$ cat src/rtl/captura_teclado_rtc.sv
// -----------------------------------------------------------------------------
// captura_teclado_rtc
//
// Keyboard capture front-end for setting a real-time clock. ASCII keys select
// a field ('H' hour, 'M' minute, 'S' second), then one or two decimal digits
// are typed and Enter commits the BCD value. The value is range-checked in
// the commit cycle; a valid value produces a one-cycle write strobe for the
// selected field, an invalid one produces error_tick. Escape aborts the
// entry, and an entry left open for TIMEOUT cycles without any key is
// aborted with error_tick.
//
// Ports
//   clk           system clock, rising edge
//   reset         asynchronous reset, active low
//   new_key_tick  one-cycle strobe, ascii_code is valid
//   ascii_code    ASCII code of the received key
//   edit_bcd      BCD value being edited ([7:4] tens, [3:0] units)
//   campo         field being edited: 00 none, 01 hour, 10 minute, 11 second
//   num_digitos   digits entered in the current entry (0..2)
//   dato_bcd      last committed BCD value (held between commits)
//   wr_hora       one-cycle commit strobe for the hour field
//   wr_min        one-cycle commit strobe for the minute field
//   wr_seg        one-cycle commit strobe for the second field
//   error_tick    one-cycle strobe: entry rejected (range or timeout)
// -----------------------------------------------------------------------------
module captura_teclado_rtc #(
  parameter int TIMEOUT = 100_000_000
) (
  input  logic       clk,
  input  logic       reset,
  input  logic       new_key_tick,
  input  logic [7:0] ascii_code,
  output logic [7:0] edit_bcd,
  output logic [1:0] campo,
  output logic [1:0] num_digitos,
  output logic [7:0] dato_bcd,
  output logic       wr_hora,
  output logic       wr_min,
  output logic       wr_seg,
  output logic       error_tick
);

  localparam int          CW       = $clog2(TIMEOUT);
  localparam logic [CW-1:0] CNT_LAST = CW'(TIMEOUT - 1);

  typedef enum logic [2:0] {
    ST_IDLE,
    ST_CAMPO,
    ST_DIG1,
    ST_DIG2,
    ST_COMMIT
  } state_t;

  state_t        state_q, state_d;
  logic [1:0]    campo_q, campo_d;
  logic [7:0]    edit_q, edit_d;
  logic [1:0]    num_q, num_d;
  logic [7:0]    dato_q, dato_d;
  logic          wr_hora_q, wr_hora_d;
  logic          wr_min_q, wr_min_d;
  logic          wr_seg_q, wr_seg_d;
  logic          error_q, error_d;
  logic [CW-1:0] cnt_q, cnt_d;

  // ---------------------------------------------------------------------------
  // Key classification
  // ---------------------------------------------------------------------------
  logic       key_field;
  logic [1:0] key_campo;
  logic       key_digit;
  logic       key_enter;
  logic       key_esc;

  always_comb begin
    key_field = 1'b0;
    key_campo = 2'b00;
    case (ascii_code)
      8'h48: begin key_field = 1'b1; key_campo = 2'b01; end
      8'h4D: begin key_field = 1'b1; key_campo = 2'b10; end
      8'h53: begin key_field = 1'b1; key_campo = 2'b11; end
      default: ;
    endcase
  end

  assign key_digit = (ascii_code >= 8'h30) && (ascii_code <= 8'h39);
  assign key_enter = (ascii_code == 8'h0D);
  assign key_esc   = (ascii_code == 8'h1B);

  // ---------------------------------------------------------------------------
  // Range check on the decimal value of the edited BCD pair
  // ---------------------------------------------------------------------------
  logic [6:0] edit_val;
  logic       in_range;

  assign edit_val = 7'(edit_q[7:4]) * 7'd10 + 7'(edit_q[3:0]);
  assign in_range = (campo_q == 2'b01) ? (edit_val <= 7'd23) : (edit_val <= 7'd59);

  // ---------------------------------------------------------------------------
  // Inactivity timeout. A key arriving on the expiry cycle takes priority.
  // ---------------------------------------------------------------------------
  logic entry_open;
  logic timeout_hit;

  assign entry_open  = (state_q == ST_CAMPO) || (state_q == ST_DIG1) || (state_q == ST_DIG2);
  assign timeout_hit = entry_open && !new_key_tick && (cnt_q == CNT_LAST);

  // ---------------------------------------------------------------------------
  // Next-state and output logic
  // ---------------------------------------------------------------------------
  always_comb begin
    state_d   = state_q;
    campo_d   = campo_q;
    edit_d    = edit_q;
    num_d     = num_q;
    dato_d    = dato_q;
    wr_hora_d = 1'b0;
    wr_min_d  = 1'b0;
    wr_seg_d  = 1'b0;
    error_d   = 1'b0;

    if (new_key_tick || (state_q == ST_IDLE) || timeout_hit) begin
      cnt_d = '0;
    end else begin
      cnt_d = cnt_q + CW'(1);
    end

    unique case (state_q)
      ST_IDLE: begin
        campo_d = 2'b00;
        edit_d  = 8'h00;
        num_d   = 2'd0;
        if (new_key_tick && key_field) begin
          state_d = ST_CAMPO;
          campo_d = key_campo;
        end
      end

      ST_CAMPO: begin
        if (new_key_tick) begin
          if (key_digit) begin
            state_d = ST_DIG1;
            edit_d  = {4'h0, ascii_code[3:0]};
            num_d   = 2'd1;
          end else if (key_field) begin
            campo_d = key_campo;
          end else if (key_enter || key_esc) begin
            state_d = ST_IDLE;
            campo_d = 2'b00;
            edit_d  = 8'h00;
            num_d   = 2'd0;
          end
        end
      end

      ST_DIG1, ST_DIG2: begin
        if (new_key_tick) begin
          if (key_digit) begin
            // First digit becomes tens; further digits only overwrite units.
            state_d = ST_DIG2;
            num_d   = 2'd2;
            if (state_q == ST_DIG1) begin
              edit_d = {edit_q[3:0], ascii_code[3:0]};
            end else begin
              edit_d = {edit_q[7:4], ascii_code[3:0]};
            end
          end else if (key_field) begin
            state_d = ST_CAMPO;
            campo_d = key_campo;
            edit_d  = 8'h00;
            num_d   = 2'd0;
          end else if (key_enter) begin
            state_d = ST_COMMIT;
          end else if (key_esc) begin
            state_d = ST_IDLE;
            campo_d = 2'b00;
            edit_d  = 8'h00;
            num_d   = 2'd0;
          end
        end
      end

      ST_COMMIT: begin
        // Keys arriving in this cycle are dropped.
        if (in_range) begin
          dato_d = edit_q;
          case (campo_q)
            2'b01:   wr_hora_d = 1'b1;
            2'b10:   wr_min_d  = 1'b1;
            2'b11:   wr_seg_d  = 1'b1;
            default: error_d   = 1'b1;
          endcase
        end else begin
          error_d = 1'b1;
        end
        state_d = ST_IDLE;
        campo_d = 2'b00;
        edit_d  = 8'h00;
        num_d   = 2'd0;
      end

      default: begin
        state_d = ST_IDLE;
        campo_d = 2'b00;
        edit_d  = 8'h00;
        num_d   = 2'd0;
      end
    endcase

    if (timeout_hit) begin
      state_d = ST_IDLE;
      campo_d = 2'b00;
      edit_d  = 8'h00;
      num_d   = 2'd0;
      error_d = 1'b1;
    end
  end

  // ---------------------------------------------------------------------------
  // State and output registers
  // ---------------------------------------------------------------------------
  always_ff @(posedge clk or negedge reset) begin
    if (!reset) begin
      state_q   <= ST_IDLE;
      campo_q   <= 2'b00;
      edit_q    <= 8'h00;
      num_q     <= 2'd0;
      dato_q    <= 8'h00;
      wr_hora_q <= 1'b0;
      wr_min_q  <= 1'b0;
      wr_seg_q  <= 1'b0;
      error_q   <= 1'b0;
      cnt_q     <= '0;
    end else begin
      state_q   <= state_d;
      campo_q   <= campo_d;
      edit_q    <= edit_d;
      num_q     <= num_d;
      dato_q    <= dato_d;
      wr_hora_q <= wr_hora_d;
      wr_min_q  <= wr_min_d;
      wr_seg_q  <= wr_seg_d;
      error_q   <= error_d;
      cnt_q     <= cnt_d;
    end
  end

  assign edit_bcd    = edit_q;
  assign campo       = campo_q;
  assign num_digitos = num_q;
  assign dato_bcd    = dato_q;
  assign wr_hora     = wr_hora_q;
  assign wr_min      = wr_min_q;
  assign wr_seg      = wr_seg_q;
  assign error_tick  = error_q;

endmodule

$ cat config.mk
export PLATFORM = sky130hd
export DESIGN_NAME = captura_teclado_rtc
export DESIGN_NICKNAME = d
export VERILOG_FILES = /design/src/rtl/captura_teclado_rtc.sv
export SDC_FILE = /design/constraint.sdc
export NUM_CORES = 1
export LEC_CHECK = 0
export BUFFER_PORTS_ARGS = -buffer_cell sky130_fd_sc_hd__buf_4
export CAP_MARGIN = 30
export CORE_UTILIZATION = 52
export CTS_BUF_LIST = sky130_fd_sc_hd__clkbuf_8 sky130_fd_sc_hd__clkbuf_16
export DETAILED_ROUTE_END_ITERATION = 10
export PLACE_DENSITY_LB_ADDON = 0.3
export SETUP_SLACK_MARGIN = 0.02
export SLEW_MARGIN = 20
export SYNTH_ARGS = -nofsm -noshare
export SYNTH_HDL_FRONTEND = slang
export SYNTH_SLANG_ARGS = --single-unit
$ cat constraint.sdc
create_clock -name clk -period 3.1 [get_ports clk]
set_clock_uncertainty 0.15 [all_clocks]
set_input_delay 0.155 -clock clk [delete_from_list [all_inputs] [get_ports clk]]
set_output_delay 0.155 -clock clk [all_outputs]
set_load 0.02 [all_outputs]
* Word level (Yosys, flattened, before mapping)
Cells that the tools add are included.
Storage, ports and cells: word-level logic and storage cells 125, flip-flop bits (word level) 54
Operators by class: multiplexer cells 61, reductions and logical operators 19, $mul 1, magnitude comparators 4, $add $sub $neg 2, eq/ne operators 27
Operators with widths (number):
- $mux W8 | 11
- $mux W2 | 18
- $mux W3 | 11
- $add A27 B1 Y27 const B | 1
- $eq A27 B27 Y1 const B | 1
- $mux W27 | 1
- $eq A8 B7 Y1 const B | 3
- $ne A4 B4 Y1 const B | 4
- $pmux W8 S2 | 1
- $mux W1 | 15
- $reduce_and A7 Y1 | 2
- $ne A3 B3 Y1 const B | 4
- $pmux W2 S3 | 2
- $reduce_and A6 Y1 | 2
- $ne A5 B5 Y1 const B | 2
- $pmux W3 S3 | 1
- $eq A8 B4 Y1 const B | 1
- $eq A8 B5 Y1 const B | 1
- $ge A8 B6 Y1 const B | 1
- $le A8 B6 Y1 const B | 1
- $ne A4 B3 Y1 const B | 2
- $add A7 B4 Y7 | 1
- $le A7 B5 Y1 const B | 1
- $le A7 B6 Y1 const B | 1
- 16 further kinds | 26

* Depth between registers and ports, before layout
Gate-level depths: netlist of run 1.
word-level depth 8, depth in mapped cells 10, mapped depth without buffers 10

* Worst setup path after synthesis of run 1
Ideal clock, no wire load.
path type reg2reg, start register edit_q[5], in the netlist edit_bcd[5], end register dato_q[0], in the netlist dato_bcd[0], clock period less this slack 3.200 ns, required time 2.825 ns, stages on the path, launching flop included 11, setup slack -0.100 ns, arrival 2.926 ns, cell sequence dfrtp_1 > ha_1 > ha_1 > inv_1 > fa_1 > nand2b_1 > a21oi_1 > xnor2_1 > nand3b_1 > a311oi_4 > mux2_2
Between the ends: word-level cells in the longest chain between the ends 5, elaborated cells on any way between the ends 6
Ends and longest elaborated chain:
- start: declaration | line 56 | logic [7:0] edit_q, edit_d;
- start signal: assignment | line 236 | edit_q <= edit_d;
- $mul A4 B3 Y6 (*) | line 95 | assign edit_val = 7'(edit_q[7:4]) * 7'd10 + 7'(edit_q[3:0]);
- $add A7 B4 Y7 (*) | line 95
- $le A7 B6 Y1 / $le A7 B5 Y1 (equally long branches) | line 96 | assign in_range = (campo_q == 2'b01) ? (edit_val <= 7'd23) : (edit_val <= 7'd59);
- $mux W1 (*) | line 96
- $reduce_and A2 Y1 (no source line) (*)
- end signal: assignment | line 238 | dato_q <= dato_d;
- end: declaration | line 58 | logic [7:0] dato_q, dato_d;
Every way passes the cells marked *; elsewhere a longest branch is shown, timed or not. A chain may end at the register's enable or synchronous reset.

* Worst setup path in the final report of run 1
start register edit_q[5], in the netlist edit_bcd[5], end register dato_q[5], in the netlist dato_bcd[5]
Between the ends: word-level cells in the longest chain between the ends 5, elaborated cells on any way between the ends 6
Ends and longest elaborated chain (line):
- $mul A4 B3 Y6 | 95
- $add A7 B4 Y7 | 95
- $le A7 B6 Y1 / $le A7 B5 Y1 (equally long branches) | 96
- $mux W1 | 96
- $reduce_and A2 Y1 (no source line)
Parallel ways exist; a longest one is shown, timed or not.

==> results of run 1 <==
## critical path, stage by stage (launching register included)
cell and delay [ns]:
dfrtp_2 0.44, ha_4 0.27, ha_4 0.12, inv_2 0.03
fa_1 0.49, nand2b_4 0.17, a21oi_4 0.13, xnor2_2 0.08
nand3b_1 0.22, a311oi_4 0.35, buf_12 0.18, mux2_4 0.30
## power by group
group	switching, mW	total (mW)	leakage, nW	internal (mW)
Clock	0.217	0.368	0.0519	0.151
Sequential	0.000327	0.704	0.750	0.704
Combinational	0.0345	0.0556	0.744	0.0211
## registers in the layout, indices dropped and copies added (netlist names)
signal and count:
num_digitos 2, wr_seg 1, cnt_q 27, state_q 3, dato_bcd 8, wr_hora 1
campo 2, edit_bcd 8, error_tick 1, wr_min 1
## through the flow
| stage | cell area (um^2) | total power, mW | hold slack, ns |
|---|---|---|---|
| 2_1_floorplan | 2940 | 0.736 | -0.291 |
| 3_3_place_gp | 3330 | 0.769 | 0.0841 |
| 3_5_place_dp | 3330 | 0.770 | 0.0814 |
| 4_1_cts | 3450 | 1.13 | 0.00263 |
| 5_1_grt | 3580 | 1.17 | 0.0110 |
| 6_report | 3580 | 1.13 | 0.00316 |
## per-layer routing
layer / wire [um] / GRT usage / part of all wire / up-vias
li1: - / - / - / 1134
met1: 2760 / 0.255 / 0.45 / 1125
met2: 2930 / 0.361 / 0.48 / 73
met3: 337 / 0.0655 / 0.055 / 12
met4: 110 / 0.0698 / 0.018 / 0
met5: 0 / 0 / 0 / -
## final cells by class
cell class | instances | share of cell area
well taps | 70 | 0.0245
multi-input cells | 222 | 0.446
clock inverters | 3 | 0.00315
clock buffers | 5 | 0.0192
repair buffers | 53 | 0.117
inverters | 11 | 0.0115
flip-flops and latches | 54 | 0.379
## layout by cell type, fill, tap and decap left out, types with 4 or more instances in the layout
| master | count |
|---|---|
| a21oi_1 | 12 |
| a22o_1 | 5 |
| and3_1 | 4 |
| buf_4 | 48 |
| clkbuf_8 | 5 |
| dfrtp_1 | 51 |
| dlygate4sd3_1 | 4 |
| ha_1 | 5 |
| inv_1 | 13 |
| mux2_4 | 8 |
| nand2_1 | 16 |
| nand2b_1 | 5 |
| nand3_1 | 17 |
| nand4_1 | 10 |
| nor2_1 | 47 |
| nor3_1 | 6 |
| nor4_1 | 6 |
| o21ai_0 | 5 |
| or2_2 | 4 |
| xnor2_1 | 16 |
| xor2_1 | 13 |
## path summary, 6_finish.rpt
check / end / startpoint / slack, ns / cells past startpoint
setup / recovery: dato_bcd[5]$_DFFE_PN0P_ / edit_bcd[5]$_DFFE_PN0P_ / 0.05 / 11
hold / removal: edit_bcd[2]$_DFFE_PN0P_ / ascii_code[2] / 0.003 / 3
setup reg to reg: dato_bcd[5]$_DFFE_PN0P_ / edit_bcd[5]$_DFFE_PN0P_ / 0.05 / 11
hold reg to reg: cnt_q[0]$_DFF_PN0_ / cnt_q[0]$_DFF_PN0_ / 0.33 / 1
max in group asynchronous: edit_bcd[4]$_DFFE_PN0P_ / reset / 2.06 / 2
min in group asynchronous: cnt_q[24]$_DFF_PN0_ / reset / 0.28 / 2
## logic make-up after synthesis
logic type,count (synthesis),share of synthesized area
simple gates,134,0.234
flops,54,0.460
compound gates,37,0.101
xor+xnor,30,0.0895
buf+inv,16,0.0264
mux,11,0.0409
fa+ha+maj,10,0.0477
## repair_timing
action | in CTS | in global routing
setup buffers | 0 | 5
hold buffers | 4 | 0
gates resized for setup | 0 | 19
hold endpoints to repair | 57 | 0
setup endpoints to repair | 0 | 8
==> results.toml, run 1 <==
[place]
place_inst = 401
hpwl_um = 4250
io_buffers = 34
gp_congestion = 0.818
post-place-ws_ns = 0.0368

[final_layout]
multi_input_area_um2 = 1600
final-instance-count-excl-fill = 418
layout.nets = 368
final_util = 0.679
drive_above_1_share = 0.253
fillers = 415
area_delta_synth_final_pct = 21.9
antenna_cells = 0
seqCellArea_um2 = 1360

[die]
die_x_um = 77.2
core_area_um2 = 5270
die_h_um = 77.2
die_area_um2 = 5950
rows = 26
ios = 35
initial_utilization = 0.557

[sta]
setup_slack_ns = 0.0491
tightest_slew_ns = 0.655
period_minus_slack_ns = 3.05
fin_setup_tns_ns = 0
max_slew_margin = 0.562
setup_violations = 0
final_max_slew_viol_count = 0
rsz0062_at_grt = "true"
post-route-period-util = 0.984
hold_viol_final = 0
fmax_ghz = 0.328

[cts]
clockBufferDepth = 2
worst_skew_pair.late_latency_ns = 0.31
cts_tree = "yes"
cts_buffers = 5
clock-sinks = 54
root_buffer = "clkbuf_8"
cts_htree_levels = 2
clk_pin_slew_worst_paths_ns = 0.09

[grt]
grt_util_all_layers = 0.213
antenna_found_initial = 0
grt_pass1_wl_um = 10100
grt.overflow.total = 0
grt_max_degree = 55
grt_pass1_vias = 2279

[logic_synthesis]
yosysMostFrequentCell = "dfrtp_1"
yosys-top-cells-count = "54 x dfrtp_1, 47 x nor2_1, 17 x nand3_1, 17 x xnor2_1, 16 x nand2_1"
yosysWarningCount = 0
yosys.cell_types.count = 47
synth-async-reset-ratio = 1.00
synth_top_area_cell = "dfrtp_1"
synth_nets = 313
synthCells = 292
syn_area_um2 = 2940
synth_flop_cell = "dfrtp_1"
ys_seq_area_frac = 0.460
avgSynthCellArea_um2 = 10.1
synth_top_area_frac = 0.460
synth_area_leaders = "dfrtp_1 46%, nor2_1 6.0%, xnor2_1 5.1%"
ys_ff_latch = 54
synth_edf_count = 0

[drt]
drt_first_pass_iters = 4
vias_per_cell = 5.61
wl_um = 6130
dr_total_vias = 2344
drt-initial-drc-count = 100
drc_errors = 0
ant_nets = 0
wl_per_cell_um = 14.7

[worst_setup_path]
path_class = "reg2reg"
crit_path_end_kind = "flip-flop"
critPathArrivalTime_ns = 3.10
cp_max_fo = 8
start_kind = "flip-flop"
cp_data_required_time_ns = 3.15

[run_status]
outcome = "complete, no violations"

[power_and_ir_drop]
vdd_ir_drop_max_mv = 0.235
p_leak_nw = 1.55
power_density_nw_per_um2 = 315

[worst_hold_path]
hp-class = "in2reg"

[job]
cap_violations = 0
Note: power is estimated with default switching activity, not from simulation.
==> run 2, diff against run 1 <==
--- a/config.mk
+++ b/config.mk
@@ -10,7 +10,7 @@
 export CORE_UTILIZATION = 52
 export CTS_BUF_LIST = sky130_fd_sc_hd__clkbuf_8 sky130_fd_sc_hd__clkbuf_16
 export DETAILED_ROUTE_END_ITERATION = 10
-export PLACE_DENSITY_LB_ADDON = 0.3
+export PLACE_DENSITY_LB_ADDON = 0.05
 export SETUP_SLACK_MARGIN = 0.02
 export SLEW_MARGIN = 20
 export SYNTH_ARGS = -nofsm -noshare
==> run 2 against run 1 <==
Flip-flop and latch count did not move. Utilization fell by 0.38 points. Combinational power rose by 1%. Clock power rose by 6.5%. Via count fell by 4.2%. Power rose by 2.2%. Hold slack improved by 0.053 ns. Critical path type unchanged.
==> results.toml, run 2 (synthesis results as in run 1) <==
[run_status]
outcome = "complete, no violations"

[grt]
grt_max_degree = 55
antenna_found_initial = 0
globalRouteMet1Util = 0.268
grt_pass1_wl_um = 9560
grt.overflow.total = 0
grt.met2_usage = 0.335
grt_util_all_layers = 0.200
met3_usage = 0.0405
top_usage_layer = "met2"
grt_pass1_vias = 2085

[die]
die_x_um = 77.2
die_area_um2 = 5950
rows = 26
ios = 35
die_h_um = 77.2
initial_utilization = 0.557
core_area_um2 = 5270

[drt]
drt_first_pass_iters = 4
drt-initial-drc-count = 124
dr_total_vias = 2246
vias_per_cell = 5.40
wl_per_cell_um = 13.9
wl_um = 5800
drc_errors = 0
ant_nets = 0

[place]
gp_congestion = 0.904
post-place-ws_ns = 0.0464
hpwl_um = 4020
io_buffers = 34

[cts]
cts_buffers = 5
clk_pin_slew_worst_paths_ns = 0.09
root_buffer = "clkbuf_8"
cts_tree = "yes"
cts_htree_levels = 2
clockBufferDepth = 2
worst_skew_pair.late_latency_ns = 0.30
clock-sinks = 54

[sta]
fmax_ghz = 0.332
tightest_slew_ns = 0.691
setup_slack_ns = 0.0860
hold_viol_final = 0
max_slew_margin = 0.539
setup_violations = 0
post-route-period-util = 0.972
period_minus_slack_ns = 3.01
final_max_slew_viol_count = 0

[final_layout]
largest_register = "cnt_q"
mostFrequentLayoutCells = "52 x dfrtp_1, 47 x nor2_1, 45 x buf_4"
largest_register_ffs = 27
mostFrequentLayoutCell = "dfrtp_1"
fillers = 441
final_util = 0.675
layout.nets = 366
area_delta_synth_final_pct = 21.2
drive_above_1_share = 0.243
antenna_cells = 0

[worst_setup_path]
cp_data_required_time_ns = 3.14
crit_path_frequent_cell = "ha_4"
crit_path_end_kind = "flip-flop"
cp_max_fo = 8
start_kind = "flip-flop"
cp_slowest_cell = "fa_1"
cp_top_family = "adder cells"
cp_slowest_stage_delay_ns = 0.48
crit_buf_inv = 2
path_class = "reg2reg"
critPathArrivalTime_ns = 3.05
path_cells = "ha_4 -> ha_4 -> inv_2 -> fa_1 -> nand2b_4 -> a21oi_2 -> xnor2_1 -> nand3b_1 -> a311oi_4 -> buf_12 -> mux2_4"

[job]
cap_violations = 0

[worst_hold_path]
hp-class = "in2reg"

[power_and_ir_drop]
vdd_ir_drop_max_mv = 0.206
power_density_nw_per_um2 = 324
p_leak_nw = 1.53
==> run 2: changes by cell type in the layout (fill, tap and decap cells not counted), sizes merged <==
cell / previous run / this run
buf: 49 / 46
clkbuf: 5 / 6
clkinv: 0 / 1
dlygate4sd3: 4 / 5
inv: 14 / 12
==> run 2: layer usage <==
metal / share of wire / up-vias
met2: 0.48 / 47
met5: 0 / -
li1: - / 1130
met3: 0.039 / 4
met1: 0.48 / 1065
met4: 0.0050 / 0
==> run 2: power breakdown <==
part	switching (mW)	internal, mW
combinational	0.0344	0.0220
clock	0.215	0.177
sequential	0.000317	0.704
==> run 2: final timing paths <==
check / startpoint / endpoint / slack, ns / cells after the start
worst max-delay path: edit_bcd[5]$_DFFE_PN0P_ / dato_bcd[4]$_DFFE_PN0P_ / 0.09 / 11
worst min-delay path: ascii_code[6] / state_q[2]$_DFFE_PN0P_ / 0.06 / 4
worst max register to register: edit_bcd[5]$_DFFE_PN0P_ / dato_bcd[4]$_DFFE_PN0P_ / 0.09 / 11
worst min register to register: cnt_q[0]$_DFF_PN0_ / cnt_q[0]$_DFF_PN0_ / 0.34 / 1
max in group asynchronous: reset / edit_bcd[5]$_DFFE_PN0P_ / 2.01 / 2
min in group asynchronous: reset / cnt_q[16]$_DFF_PN0_ / 0.28 / 2
==> run 2: area by class of cell <==
cell class	count	area [um^2]	share of cell area
tap	70	87.6	0.0246
clock buffer	6	82.6	0.0232
inverter	11	41.3	0.0116
sequential	54	1350	0.380
timing repair buffer	51	408	0.115
multi-input combinational	222	1580	0.443
clock inverter	2	8.76	0.00246
==> run 2: through the flow <==
step | cell area [um^2] | TNS, ns | hold WS [ns] | std cells | power [mW]
3_5_place_dp | 3330 | 0 | 0.0952 | 401 | 0.770
4_1_cts | 3470 | 0 | 0.0404 | 414 | 1.17
5_1_grt | 3560 | -0.164 | 0.0636 | 416 | 1.20
3_3_place_gp | 3330 | 0 | 0.0879 | 401 | 0.770
6_report | 3560 | 0 | 0.0563 | 416 | 1.15
2_1_floorplan | 2940 | -0.0135 | -0.291 | 292 | 0.736
==> run 2: worst min-delay path: cells and delay by family <==
kind	cells	cell delay, ns
buffers and inverters	2	0.19
AND/OR/NAND/NOR	2	0.14
==> run 2: timing repair <==
action                                  CTS  global route
hold buffers                              5             0
endpoints found under the hold margin    59             0
buffers inserted                          0             2
gates resized for setup                   0            15
endpoints found under the setup margin    0             8
==> run 3, diff against run 2 <==
--- a/config.mk
+++ b/config.mk
@@ -5,11 +5,11 @@
 export SDC_FILE = /design/constraint.sdc
 export NUM_CORES = 1
 export LEC_CHECK = 0
-export BUFFER_PORTS_ARGS = -buffer_cell sky130_fd_sc_hd__buf_4
 export CAP_MARGIN = 30
-export CORE_UTILIZATION = 52
+export CORE_UTILIZATION = 55
 export CTS_BUF_LIST = sky130_fd_sc_hd__clkbuf_8 sky130_fd_sc_hd__clkbuf_16
 export DETAILED_ROUTE_END_ITERATION = 10
+export DONT_BUFFER_PORTS = 1
 export PLACE_DENSITY_LB_ADDON = 0.05
 export SETUP_SLACK_MARGIN = 0.02
 export SLEW_MARGIN = 20
==> run 3 against run 2 <==
Sequential power about the same. Die area fell by 5.3%. Global-route usage rose by 2.6 points. Clock power shrank 3%. Hold slack got worse by 0.035 ns. Clock-buffer cell count is 1 lower. Critical endpoint is now dato_bcd[2]$_DFFE_PN0P_.
==> results.toml, run 3 (synthesis results as in run 1) <==
[run_status]
outcome = "complete, no violations"

[cts]
cts_tree = "yes"
cts_buffers = 5
cts_htree_levels = 2
root_buffer = "clkbuf_8"
clock-sinks = 54
clk_pin_slew_worst_paths_ns = 0.09
clockBufferDepth = 2
worst_skew_pair.late_latency_ns = 0.30

[final_layout]
largest_register_ffs = 27
mostFrequentLayoutCell = "dfrtp_1"
drive_above_1_share = 0.170
layout.nets = 338
final-instance-count-excl-fill = 388
mostFrequentLayoutCells = "52 x dfrtp_1, 47 x nor2_1, 17 x nand3_1, 17 x xnor2_1, 16 x nand2_1"
area_delta_synth_final_pct = 14.0
final_util = 0.651
final_area_um2 = 3350
antenna_cells = 0
largest_register = "cnt_q"

[worst_hold_path]
whs_endpoint = "campo[0]$_DFFE_PN0P_"
hp-start = "ascii_code[6]"
hold_depth = 4
hp-class = "in2reg"

[die]
initial_utilization = 0.571
die_h_um = 75.1
core_area_um2 = 5140
ios = 35
rows = 26
die_x_um = 75.1
die_area_um2 = 5640

[worst_setup_path]
cp_max_fo = 8
reg2reg_from = "edit_bcd[5]$_DFFE_PN0P_"
r2r_setup_slack_ns = 0.10
r2r_end = "dato_bcd[2]$_DFFE_PN0P_"
crit_path_end_kind = "flip-flop"
cp_data_required_time_ns = 3.14
start_kind = "flip-flop"
critPathArrivalTime_ns = 3.04
path_class = "reg2reg"
rr_worst_depth = 11

[drt]
drt_first_pass_iters = 4
wl_per_cell_um = 15.2
drt-initial-drc-count = 153
wl_um = 5880
dr_total_vias = 2184
drc_errors = 0
ant_nets = 0
vias_per_cell = 5.63

[sta]
rsz0062_at_grt = "false"
setup_slack_ns = 0.101
setup_violations = 0
max_slew_margin = 0.393
hold_viol_final = 0
final_max_slew_viol_count = 0
fmax_ghz = 0.333
tightest_slew_ns = 0.906
post-route-period-util = 0.967
period_minus_slack_ns = 3.00

[grt]
top_usage_layer = "met2"
grt_max_degree = 55
antenna_found_initial = 0
grt.met2_usage = 0.381
grt_pass1_vias = 2134
grt.overflow.total = 0
grt_pass1_wl_um = 9590
grt_util_all_layers = 0.226
met3_usage = 0.0562
globalRouteMet1Util = 0.281

[job]
cap_violations = 0

[power_and_ir_drop]
p_total_mw = 1.13
p_leak_nw = 1.38
vdd_ir_drop_max_mv = 0.168
power_density_nw_per_um2 = 337

[place]
hpwl_um = 4060
io_buffers = 0
place_area_um2 = 3090
post-place-ws_ns = 0.0397
gp_congestion = 0.861
place_inst = 369
[run 3: repair_timing]
item | CTS | global route
hold buffers | 8 | 0
endpoints found under the hold margin | 61 | 0
pin swaps | 3 | 3
resized for setup | 3 | 6
buffers inserted | 2 | 1
endpoints found under the setup margin | 7 | 8
[run 3: worst max-delay path: stages, from the launching register on]
cell,delay [ns]
dfrtp_2,0.44
ha_4,0.28
ha_4,0.12
inv_2,0.03
fa_1,0.49
nand2b_4,0.17
a21oi_2,0.11
xnor2_1,0.09
nand3b_1,0.23
a311oi_4,0.29
buf_12,0.17
mux2_2,0.33
[run 3: metal layers]
layer	vias up	part of all wire
li1	1076	-
met2	51	0.48
met4	0	0.021
met1	1044	0.45
met5	-	0
met3	13	0.049
[run 3: final cells by class]
type / count / area (um^2)
Fill cell: 455 / 1790
Inverter: 11 / 41.3
Timing Repair Buffer: 23 / 223
Tap cell: 70 / 87.6
Sequential cell: 54 / 1350
Clock inverter: 3 / 17.5
Clock buffer: 5 / 68.8
Multi-Input combinational cell: 222 / 1560
[run 3: how the worst max path moves through the flow]
stage	start	to	slack (ns)	depth (start not counted)
after CTS	edit_bcd[5]$_DFFE_PN0P_	dato_bcd[1]$_DFFE_PN0P_	0.04	11
after floorplan	edit_bcd[5]$_DFFE_PN0P_	dato_bcd[0]$_DFFE_PN0P_	-0.002	10
after detailed placement	edit_bcd[5]$_DFFE_PN0P_	dato_bcd[1]$_DFFE_PN0P_	0.04	11
final	edit_bcd[5]$_DFFE_PN0P_	dato_bcd[2]$_DFFE_PN0P_	0.10	11
after global placement	edit_bcd[5]$_DFFE_PN0P_	dato_bcd[2]$_DFFE_PN0P_	0.12	11
after global routing	edit_bcd[5]$_DFFE_PN0P_	dato_bcd[0]$_DFFE_PN0P_	0.03	11
[run 3: metrics by stage]
step / hold WS [ns] / setup TNS, ns
floorplan: -0.291 / -0.0135
global placement: -0.289 / 0
detailed placement: -0.289 / 0
CTS: 0.0196 / 0
global route: 0.0433 / 0
finish: 0.0214 / 0
[run 3: report_power, final]
part	switching, mW	internal (mW)
clock network	0.222	0.157
logic	0.0266	0.0191
registers	0.000474	0.704
total	0.249	0.880
